**config.mk**
```make
export PLATFORM = sky130hd
export DESIGN_NAME = psum_ofifo
export DESIGN_NICKNAME = d
export VERILOG_FILES = /design/src/rtl/psum_ofifo_pkg.sv /design/src/rtl/psum_col_fifo.sv /design/src/rtl/psum_ofifo.sv
export SDC_FILE = /design/constraint.sdc
export NUM_CORES = 1
export LEC_CHECK = 0
export CORE_UTILIZATION = 59
export CTS_BUF_LIST = sky130_fd_sc_hd__clkbuf_16
export DETAILED_ROUTE_END_ITERATION = 12
export GPL_TIMING_DRIVEN = 0
export PLACE_DENSITY = 0.79
export REMOVE_ABC_BUFFERS = 1
export SYNTH_ARGS = -nofsm -noshare
export SYNTH_HDL_FRONTEND = slang
export SYNTH_SLANG_ARGS = --single-unit
```
**constraint.sdc**
```tcl
create_clock -name clk -period 4.9 [get_ports clk]
set_input_delay 0.98 -clock clk [delete_from_list [all_inputs] [get_ports clk]]
set_output_delay 0.98 -clock clk [all_outputs]
set_load 0.02 [all_outputs]
```
**src/rtl/psum_ofifo_pkg.sv**
```systemverilog
// psum_ofifo_pkg: sizing defaults and pointer-width helper shared by the psum output buffer
package psum_ofifo_pkg;
    localparam int PSUM_BW = 16;
    localparam int COL = 8;
    localparam int DEPTH = 8;
    function automatic int ptr_w(input int d);
        return $clog2(d);
    endfunction
endpackage

```
**src/rtl/psum_col_fifo.sv**
```systemverilog
// psum_col_fifo: single-column first-word-fall-through FIFO with sticky overflow flag
module psum_col_fifo
    import psum_ofifo_pkg::*;
#(
    parameter int psum_bw = PSUM_BW,
    parameter int depth = DEPTH
) (
    input  logic                   clk,
    input  logic                   reset,
    input  logic                   clr,
    input  logic                   push,
    input  logic                   pop,
    input  logic [psum_bw-1:0]     din,
    output logic [psum_bw-1:0]     dout,
    output logic [ptr_w(depth):0]  count,
    output logic                   full,
    output logic                   empty,
    output logic                   overflow
);
    localparam int aw = ptr_w(depth);
    logic [psum_bw-1:0] mem [depth];
    logic [aw-1:0] wr_ptr, rd_ptr;
    logic wr_en;
    assign full = count == (aw+1)'(depth);
    assign empty = count == '0;
    // a pop on the same edge frees the slot, so a full column still accepts the write
    assign wr_en = push & (~full | pop);
    assign dout = empty ? '0 : mem[rd_ptr];
    always_ff @(posedge clk or negedge reset)
        if (!reset) begin
            wr_ptr <= '0;
            rd_ptr <= '0;
            count <= '0;
            overflow <= 1'b0;
        end else if (clr) begin
            wr_ptr <= '0;
            rd_ptr <= '0;
            count <= '0;
            overflow <= 1'b0;
        end else begin
            if (wr_en) wr_ptr <= wr_ptr + aw'(1);
            if (pop) rd_ptr <= rd_ptr + aw'(1);
            count <= count + (aw+1)'(wr_en) - (aw+1)'(pop);
            if (push & full & ~pop) overflow <= 1'b1;
        end
    always_ff @(posedge clk)
        if (wr_en & ~clr) mem[wr_ptr] <= din;
endmodule

```
**src/rtl/psum_ofifo.sv**
```systemverilog
// psum_ofifo: per-column psum FIFOs that realign skewed mac_row outputs into whole rows
module psum_ofifo
    import psum_ofifo_pkg::*;
#(
    parameter int col = COL,
    parameter int psum_bw = PSUM_BW,
    parameter int depth = DEPTH
) (
    input  logic                   clk,
    input  logic                   reset,
    input  logic                   clr,
    input  logic [psum_bw*col-1:0] in,
    input  logic [col-1:0]         wr,
    input  logic                   rd,
    output logic [psum_bw*col-1:0] out,
    output logic                   o_valid,
    output logic                   o_full,
    output logic                   o_ready,
    output logic [col-1:0]         o_overflow
);
    logic [col-1:0] empty, full;
    logic pop;
    assign o_valid = &(~empty);
    assign o_full = |full;
    assign o_ready = ~o_full;
    // a row leaves only when every column has its entry
    assign pop = rd & o_valid;
    for (genvar i = 0; i < col; i++) begin : g_col
        logic [ptr_w(depth):0] count;
        psum_col_fifo #(.psum_bw(psum_bw), .depth(depth)) u_fifo (
            .clk(clk),
            .reset(reset),
            .clr(clr),
            .push(wr[i]),
            .pop(pop),
            .din(in[psum_bw*i +: psum_bw]),
            .dout(out[psum_bw*i +: psum_bw]),
            .count(count),
            .full(full[i]),
            .empty(empty[i]),
            .overflow(o_overflow[i])
        );
        a_count_bound: assert property (@(posedge clk) disable iff (!reset) count <= (ptr_w(depth)+1)'(depth));
    end
endmodule
```
* Word level (Yosys, flattened, before mapping) *
Memories as Yosys holds them, arrays and structs flattened.
Cells that the tools add are included.

word-level totals
  memory bits (writable) = 1024
  input port bits = 140
  register bits = 88
  memories kept = 8
  logic and storage cells = 240
  output and inout port bits = 139

memory list
  memory               words  bits a word  read ports  clocked after memory_dff  write ports  line                 source
  g_col[0].u_fifo.mem  8      16           1           0                         1            psum_col_fifo.sv:21  logic [psum_bw-1:0] mem [depth];
  g_col[1].u_fifo.mem  8      16           1           0                         1            psum_col_fifo.sv:21
  g_col[2].u_fifo.mem  8      16           1           0                         1            psum_col_fifo.sv:21
  g_col[3].u_fifo.mem  8      16           1           0                         1            psum_col_fifo.sv:21
  g_col[4].u_fifo.mem  8      16           1           0                         1            psum_col_fifo.sv:21
  g_col[5].u_fifo.mem  8      16           1           0                         1            psum_col_fifo.sv:21
  +2 memories          -      -            -           -                         -            -

cells by class
  add/subtract/negate cells = 32
  eq/ne operators = 8
  muxes and demuxes = 80
  bitwise logic cells = 53
  reduce and logical (&&, ||, !) cells = 27

operators with widths
  operator                                                       number
  16-bit two-way mux                                             8
  3-bit two-way mux                                              32
  3-bit by 1-bit adder with 3-bit output, second input constant  16
  2-bit nonzero test                                             17
  1-bit bitwise AND                                              33
  4-bit by 1-bit adder with 4-bit output                         8
  4-bit equality test, second input constant                     8
  4-bit zero test                                                8
  1-bit two-way mux                                              32
  4-bit two-way mux                                              8
  4-bit by 1-bit subtractor with 4-bit output                    8
  1-bit NOT                                                      11
  8-bit NOT                                                      1
  1-bit OR                                                       8
  8-bit AND reduction                                            1
  8-bit OR reduction                                             1

* Logic depth before layout (Yosys ltp) *
Gate-level depths: netlist (run 1).

  depth after elaboration = 9
  mapped depth = 15

* Modules after synthesis *
From an unflattened synthesis (run 1), not the netlist that was laid out.

unflattened totals
  cells, all modules = 2104
  area total of the unflattened synthesis = 44501.4 um2

modules (own cells, without submodules)
  module                                cells each  sequential area each (um2)  area each (um2)  times used
  psum_col_fifo at g_col[3].u_fifo ...  262         4119.0                      5557.8           4
  psum_col_fifo at g_col[0].u_fifo ...  262         4119.0                      5556.6           3
  psum_col_fifo at g_col[7].u_fifo      262         4119.0                      5552.8           1
  psum_ofifo                            8           0.0                         47.5             1

* Least setup slack after synthesis (run 1) *
No wires, ideal clock.

  path kind = input-to-reg
  start point = input port rd
  end point = memory g_col[5].u_fifo.mem[3][0] (netlist bit) (enable)
  library setup time = 436 ps
  path slack = 803 ps
  cell stages on the path = 4
  arrival time = 3661 ps
  cells stage by stage = clkbuf_1 -> buf_1 -> a31oi_1 -> nor4b_1

between the ends
  word-level cells in the longest chain between the ends = 6

RTL lines
  item                                     line                 source
  from (decl)                              psum_ofifo.sv:14     input logic rd,
  1-bit bitwise AND                        psum_ofifo.sv:27     assign pop = rd & o_valid;
  1-bit OR                                 psum_col_fifo.sv:27  assign wr_en = push & (~full | pop);
  1-bit bitwise AND                        psum_col_fifo.sv:27
  1-bit bitwise AND                        psum_col_fifo.sv:47  if (wr_en & ~clr) mem[wr_ptr] <= din;
  1-bit two-way mux                        psum_col_fifo.sv:47
  1-bit two-way mux (implied by the code)  psum_col_fifo.sv:47
  to (decl)                                psum_col_fifo.sv:21

No other way between the ends.

* Worst setup path after layout (run 1) *
  start point = register g_col[7].u_fifo.count[2]
  end point = output port o_valid

between the ends
  word-level cells in the longest chain between the ends = 3

RTL lines
  item                    line                 source
  from (decl)             psum_col_fifo.sv:15  output logic [ptr_w(depth):0] count,
  from (signal assigned)  psum_col_fifo.sv:43  count <= count + (aw+1)'(wr_en) - (aw+1)'(pop);
  4-bit zero test         psum_col_fifo.sv:25  assign empty = count == '0;
  8-bit NOT               psum_ofifo.sv:23     assign o_valid = &(~empty);
  8-bit AND reduction     psum_ofifo.sv:23
  to (decl)               psum_ofifo.sv:16     output logic o_valid,

No other way between the ends.

==> impl_metrics.json, run 1 <==
{
  "achievable-frequency_mhz": 221,
  "critPathArrivalTime_ns": 3.54,
  "vias": 22967,
  "dpl-instance-area_sq_um": 50300,
  "core_area_sq_um": 74900,
  "timing.reg2reg.setup_slack_ns": 0.97,
  "route.final.wire_length_um": 95200,
  "worst_slew_margin_rel_pct": 23.2,
  "clock_sinks": 1112,
  "yosysTopAreaCell": "sky130_fd_sc_hd__edfxtp_1",
  "drt_pass1_iterations": 5,
  "crit_required_ns": 3.92,
  "critical_path.reg2reg.endpoint": "g_col[1].u_fifo.mem[7][1]",
  "grt_pass1_vias": 24435,
  "post-synth-top-count-cell": "sky130_fd_sc_hd__edfxtp_1",
  "avgViaCountPerCell": 6.16,
  "outcome": "complete, no violations",
  "dpl.hpwl_um": 61200,
  "netSwitchingFraction_pct": 26.9,
  "crit_path_max_fanout": 40,
  "netlist.area_leader.share_pct": 68.2,
  "netlist-cell-type-count": 47,
  "die_area_sq_um": 77500,
  "clock_tree.root_cell": "sky130_fd_sc_hd__clkbuf_16",
  "drc_errors": 0,
  "overflow": 0,
  "max-vdd-ir-drop_mv": 0.426,
  "routabilityCongestion": 0.737,
  "timing.setup.tns_ns": 0,
  "power.sequential.fraction_pct": 45.9,
  "final_core_util_pct": 71.8,
  "regToRegStartpoint": "g_col[7].u_fifo.count[2]",
  "floorplan.rows": 100,
  "holdWs_ns": 0.336,
  "worst_skew_pair.late_latency_ns": 0.67,
  "max_cap_violations": 0,
  "syn-cell-area_sq_um": 45100,
  "cts_made_buffers": 106,
  "global_route.usage.total_pct": 25.1,
  "h-tree-depth": 3,
  "unrepaired_setup_endpoints_after_global_routing": "no",
  "initial_utilization_pct": 60.1,
  "number_of_antenna_violations_at_the_first_check_in_global_routing": 11,
  "share_of_synthesized_flip_flops_with_an_asynchronous_set_or_reset_pct": 7.91,
  "hold_viol_final": 0,
  "wire_length_of_the_first_global_routing_pass_um": 146000,
  "ioPinCount": 279,
  "clock_tree_from_tritoncts": "built",
  "drt_first_iter_violations": 2029,
  "synthCells": 2313,
  "worst-r2r-cell-count": 10,
  "die_x_um": 278,
  "final_critical_path_share_of_the_clock_period_pct": 92.2,
  "min_path_type": "in2async",
  "finalClockSkew_ns": 0.0291,
  "wire_length_per_cell_after_detailed_routing_um": 25.5,
  "clk_transition_reported_paths_ns": 0.06,
  "ctsHoldBuffers": 0,
  "setup_viol": 0,
  "cellInternalPower_w": 0.0175,
  "dominant_synthesized_flop_cell": "sky130_fd_sc_hd__edfxtp_1",
  "synth_sequential_area_ratio_pct": 73.1,
  "crit_path_capture_type": "output port",
  "postCtsSetupRepairBufs": 0,
  "power_per_cell_area_nw_per_um2": 445,
  "clock_path_buffers": 3,
  "worst_slew_pin_slew_ns": 1.15,
  "place.port_buffers": 278,
  "chipHeight_um": 278,
  "ys_warn_count": 0,
  "min_period_ns": 4.52,
  "ys_top_cells_by_count": "1024 x sky130_fd_sc_hd__edfxtp_1, 256 x sky130_fd_sc_hd__mux4_2, 179 x sky130_fd_sc_hd__nor2_1",
  "finalMaxSlewViolations": 0,
  "netlist_top_cells_area": "sky130_fd_sc_hd__edfxtp_1 68%, sky130_fd_sc_hd__mux4_2 13%, sky130_fd_sc_hd__dfrtp_1 4.9%, sky130_fd_sc_hd__mux2i_1 3.0%, sky130_fd_sc_hd__ha_1 1.8%",
  "areaGrowthSynthToFinish_pct": 19.4,
  "power.net_switching_w": 0.00645,
  "detail-route-antenna-nets": 0,
  "clockPowerShare_pct": 33.5,
  "final_layout_size_suffix_gt1_share_pct": 23.4,
  "grt_max_degree": 61,
  "critPathLaunchType": "flip-flop",
  "post_synthesis_register_bit_count": 1112,
  "synth_edf_count": 1024,
  "cts_resized": 0,
  "final_net_count": 2880,
  "p_comb_share_pct": 20.6,
  "final_design_area_no_fill_sq_um": 53800,
  "critical_setup_path_kind": "reg2out",
  "leak_nw": 17.5,
  "syn_area_per_cell_sq_um": 19.5
}
-- flip-flops by register name, summed over array words and instances, names as in the netlist --
name                   flops
g_col.u_fifo.wr_ptr       24
g_col.u_fifo.count        32
g_col.u_fifo.mem        1024
g_col.u_fifo.overflow      8
g_col.u_fifo.rd_ptr       24
-- metrics by stage --
| stage | setup WS [ns] | cells | total power, W |
|---|---|---|---|
| CTS | 0.294 | 3723 | 0.0241 |
| global placement | -6.17 | 3421 | 0.0155 |
| floorplan | -1.37 | 2174 | 0.0135 |
| detailed placement | 0.0811 | 3528 | 0.0161 |
| finish | 0.384 | 3729 | 0.0239 |
| global route | 0.231 | 3728 | 0.0247 |
-- cell type report --
cell class / count / area [sq um]
diodes: 5 / 12.5
inverters: 56 / 210
clock inverters: 88 / 747
flip-flops and latches: 1112 / 33000
clock buffers: 107 / 2680
repair buffers: 386 / 4270
multi-input cells: 1006 / 11700
well taps: 969 / 1210
fillers: 4252 / 21100
-- worst max-delay path by stage --
stage                             start                          to  slack [ns]  cells past startpoint
6_report       g_col[7].u_fifo.count[2]                     o_valid        0.38                      6
5_1_grt        g_col[7].u_fifo.count[2]                     o_valid        0.23                      6
4_1_cts        g_col[7].u_fifo.count[2]                     o_valid        0.29                      6
3_5_place_dp                         rd    g_col[7].u_fifo.count[1]        0.08                      9
3_3_place_gp   g_col[6].u_fifo.count[2]  g_col[5].u_fifo.mem[3][11]       -6.17                      6
2_1_floorplan  g_col[7].u_fifo.count[2]   g_col[5].u_fifo.mem[3][0]       -1.37                      6
-- cells in the final DEF (no fill, tap or decap), types with 22 or more instances in the layout --
| cell type | count |
|---|---|
| sky130_fd_sc_hd__nand2_1 | 37 |
| sky130_fd_sc_hd__clkdlybuf4s50_1 | 275 |
| sky130_fd_sc_hd__edfxtp_1 | 1024 |
| sky130_fd_sc_hd__ha_1 | 64 |
| sky130_fd_sc_hd__mux2i_1 | 136 |
| sky130_fd_sc_hd__dfrtp_1 | 72 |
| sky130_fd_sc_hd__buf_8 | 27 |
| sky130_fd_sc_hd__o31ai_1 | 24 |
| sky130_fd_sc_hd__nor2b_1 | 41 |
| sky130_fd_sc_hd__mux4_2 | 256 |
| sky130_fd_sc_hd__a21oi_1 | 24 |
| sky130_fd_sc_hd__clkinv_1 | 27 |
| sky130_fd_sc_hd__nor2_1 | 179 |
| sky130_fd_sc_hd__nand3_1 | 22 |
| sky130_fd_sc_hd__clkbuf_16 | 107 |
| sky130_fd_sc_hd__nor3b_2 | 31 |
| sky130_fd_sc_hd__mux2_2 | 22 |
| sky130_fd_sc_hd__buf_6 | 57 |
| sky130_fd_sc_hd__inv_1 | 78 |
| sky130_fd_sc_hd__nor3_2 | 32 |
-- power groups by stage --
stage / combinational, W / sequential [W] / clock [W]
4_1_cts: 0.00499 / 0.0110 / 0.00815
3_3_place_gp: 0.00430 / 0.0112 / 0
2_1_floorplan: 0.00234 / 0.0111 / 0
6_report: 0.00494 / 0.0110 / 0.00802
5_1_grt: 0.00524 / 0.0110 / 0.00847
3_5_place_dp: 0.00495 / 0.0112 / 0
-- layer usage --
metal / vias up / track usage (%) / wire length, um
met4: 14 / 7.86 / 2140
met2: 867 / 43.3 / 50200
met5: - / 0 / 89
met1: 11934 / 33.0 / 36400
li1: 9983 / - / -
met3: 169 / 4.24 / 6330
-- cell families (layout without fill, tap and decap cells) --
logic type	count (synthesis)	count (layout)	share of synthesized area (%)
XOR/XNOR	16	16	0.311
multiplexers	414	414	16.4
AO/OA/AOI/OAI	87	87	1.52
AND/OR/NAND/NOR	417	417	4.77
other	0	5	0
adder cells (fa/ha/maj)	72	72	2.13
flip-flops	1112	1112	73.1
buffers and inverters	195	637	1.79
-- critical path: stages, from the launching register on --
cell                              delay (ns)
sky130_fd_sc_hd__dfrtp_1                0.36
sky130_fd_sc_hd__inv_1                  0.10
sky130_fd_sc_hd__ha_1                   0.15
sky130_fd_sc_hd__nor3b_4                0.81
sky130_fd_sc_hd__or4_4                  0.70
sky130_fd_sc_hd__nor2_1                 0.13
sky130_fd_sc_hd__clkdlybuf4s50_1        0.62
(Power assumes the default switching activity.)
==> run 2, diff against run 1 <==
--- a/config.mk
+++ b/config.mk
@@ -8,7 +8,6 @@
 export CORE_UTILIZATION = 59
 export CTS_BUF_LIST = sky130_fd_sc_hd__clkbuf_16
 export DETAILED_ROUTE_END_ITERATION = 12
-export GPL_TIMING_DRIVEN = 0
 export PLACE_DENSITY = 0.79
 export REMOVE_ABC_BUFFERS = 1
 export SYNTH_ARGS = -nofsm -noshare
==> run 2 against run 1 <==
Net effect: design area fell by 1.4%; critical path type unchanged; sequential share of layout area rose by 0.84 points; wire length decreased by 3.3%; critical endpoint unchanged.
==> impl_metrics.json, run 2 (synthesized netlist as in run 1, its figures left out) <==
{
  "worst_slew_pin_slew_ns": 1.31,
  "drt_first_iter_violations": 2072,
  "wire_length_of_the_first_global_routing_pass_um": 141000,
  "chipHeight_um": 278,
  "overflow": 0,
  "mostFrequentLayoutCell": "sky130_fd_sc_hd__edfxtp_1",
  "netSwitchingFraction_pct": 26.9,
  "dp.cells": 3492,
  "leak_nw": 17.1,
  "total_power_w": 0.0237,
  "pre_cts_ws_ns": 0.851,
  "clock_tree_from_tritoncts": "built",
  "areaGrowthSynthToFinish_pct": 17.8,
  "drc_errors": 0,
  "cts_resized": 0,
  "die_area_sq_um": 77500,
  "layout_common_cells": "1024 x sky130_fd_sc_hd__edfxtp_1, 275 x sky130_fd_sc_hd__clkdlybuf4s50_1, 256 x sky130_fd_sc_hd__mux4_2",
  "p_comb_share_pct": 19.5,
  "cellInternalPower_w": 0.0173,
  "crit_required_ns": 3.92,
  "dpl.hpwl_um": 55100,
  "crit_path_max_fanout": 40,
  "power.net_switching_w": 0.00637,
  "critPathLaunchType": "flip-flop",
  "cp_num_buf_inv": 3,
  "outcome": "complete, no violations",
  "route.final.wire_length_um": 92000,
  "final_critical_path_share_of_the_clock_period_pct": 88.3,
  "clock_sinks": 1112,
  "ctsHoldBuffers": 0,
  "final_net_count": 2846,
  "crit_chain": "inv_1, ha_1, nor3b_2, buf_4, or4_4, nor2_1, clkdlybuf4s50_1",
  "worst_skew_pair.late_latency_ns": 0.66,
  "timing.setup.tns_ns": 0,
  "postCtsSetupRepairBufs": 0,
  "slowest_delay_ns": 0.84,
  "detail-route-antenna-nets": 0,
  "worst_slew_margin_rel_pct": 12.0,
  "power_per_cell_area_nw_per_um2": 447,
  "core_area_sq_um": 74900,
  "die_x_um": 278,
  "timing.final.ws_setup_ns": 0.574,
  "min_period_ns": 4.33,
  "number_of_flip_flops_under_the_largest_register_name": 1024,
  "global_route.usage.total_pct": 24.2,
  "finalClockSkew_ns": 0.0242,
  "min_path_type": "in2async",
  "ioPinCount": 279,
  "achievable-frequency_mhz": 231,
  "timing.critical_path.max_delay_family": "simple AND/OR/NAND/NOR gates",
  "finalMaxSlewViolations": 0,
  "clock_path_buffers": 3,
  "unrepaired_setup_endpoints_after_global_routing": "no",
  "clock_tree.root_cell": "sky130_fd_sc_hd__clkbuf_16",
  "place.port_buffers": 278,
  "cpMaxStageDelayCell": "sky130_fd_sc_hd__or4_4",
  "wire_length_per_cell_after_detailed_routing_um": 24.9,
  "final_design_area_no_fill_sq_um": 53100,
  "routabilityCongestion": 0.776,
  "grt_pass1_vias": 23681,
  "largest-register": "g_col.u_fifo.mem",
  "vias": 22574,
  "clk_transition_reported_paths_ns": 0.06,
  "stdcell_count": 3698,
  "setup_viol": 0,
  "final_layout_size_suffix_gt1_share_pct": 22.3,
  "critPathArrivalTime_ns": 3.35,
  "avgViaCountPerCell": 6.10,
  "critical_setup_path_kind": "reg2out",
  "floorplan.rows": 100,
  "power.sequential.fraction_pct": 46.4,
  "crit_path_capture_type": "output port",
  "grt_max_degree": 48,
  "clockPowerShare_pct": 34.2,
  "hold_viol_final": 0,
  "drt_pass1_iterations": 6,
  "cts_made_buffers": 108,
  "dpl-instance-area_sq_um": 49500,
  "max_cap_violations": 0,
  "number_of_antenna_violations_at_the_first_check_in_global_routing": 9,
  "initial_utilization_pct": 60.1,
  "h-tree-depth": 3,
  "largest_registers": "g_col.u_fifo.mem (1024), g_col.u_fifo.count (32)",
  "max-vdd-ir-drop_mv": 0.406
}
-- run 2: changes by cell type in the layout (fill, tap and decap cells not counted), moves of 3 or more --
cell	previous run	this run
sky130_fd_sc_hd__buf_12	9	0
sky130_fd_sc_hd__dfrtp_2	16	10
sky130_fd_sc_hd__buf_6	57	1
sky130_fd_sc_hd__buf_4	9	73
sky130_fd_sc_hd__buf_16	8	0
sky130_fd_sc_hd__clkinv_1	27	30
sky130_fd_sc_hd__nor3b_4	8	18
sky130_fd_sc_hd__nor3_2	32	16
sky130_fd_sc_hd__inv_1	78	73
sky130_fd_sc_hd__nor3_4	0	15
sky130_fd_sc_hd__buf_8	27	0
sky130_fd_sc_hd__dfrtp_1	72	78
sky130_fd_sc_hd__nor3b_2	31	21
-- run 2: worst paths after layout --
path	endpoint	cells past startpoint	slack, ns	start
worst min register to register	g_col[1].u_fifo.overflow	1	0.49	g_col[1].u_fifo.overflow
max in group asynchronous	g_col[3].u_fifo.rd_ptr[0]	2	3.43	reset
worst min-delay path	g_col[3].u_fifo.wr_ptr[2]	1	0.36	reset
worst max register to register	g_col[3].u_fifo.mem[2][8]	8	0.88	g_col[6].u_fifo.count[2]
min in group clk	g_col[1].u_fifo.overflow	1	0.49	g_col[1].u_fifo.overflow
worst max-delay path	o_valid	7	0.57	g_col[7].u_fifo.count[2]
-- run 2: per-layer routing --
metal	GRT usage (%)	vias up	share of wire, %	wire [um]
li1	-	9940	-	-
met1	32.7	11715	40	36900
met2	40.9	757	51	47200
met3	4.38	152	6.5	5990
met4	6.97	10	2.0	1870
met5	0	-	0.087	80
-- run 2: per-stage QoR --
stage	hold WS (ns)	util, %
finish	0.358	70.8
global route	0.380	70.8
CTS	0.351	70.8
detailed placement	0.479	66.1
global placement	0.482	66.1
floorplan	0.548	-
-- run 2: power by group through the flow --
| stage | sequential [W] | clock [W] | combinational (W) |
|---|---|---|---|
| after floorplan | 0.0111 | 0 | 0.00234 |
| after global placement | 0.0112 | 0 | 0.00450 |
| after detailed placement | 0.0112 | 0 | 0.00461 |
| after CTS | 0.0110 | 0.00824 | 0.00465 |
| after global routing | 0.0110 | 0.00858 | 0.00492 |
| final | 0.0110 | 0.00810 | 0.00461 |
-- run 2: layout make-up --
type / instances / area (sq um)
Clock buffer: 109 / 2730
Antenna cell: 6 / 15.0
Inverter: 56 / 210
Fill cell: 4430 / 21900
Sequential cell: 1112 / 33000
Timing Repair Buffer: 350 / 3320
Tap cell: 969 / 1210
Clock inverter: 90 / 762
Multi-Input combinational cell: 1006 / 11900
-- run 2: worst reg2reg max path, delay by kind of cell (launching register included) --
family,cells,cell delay [ns]
compound gates,1,0.32
flops,1,0.33
simple gates,3,2.16
fa+ha+maj,1,0.20
buf+inv,3,0.60
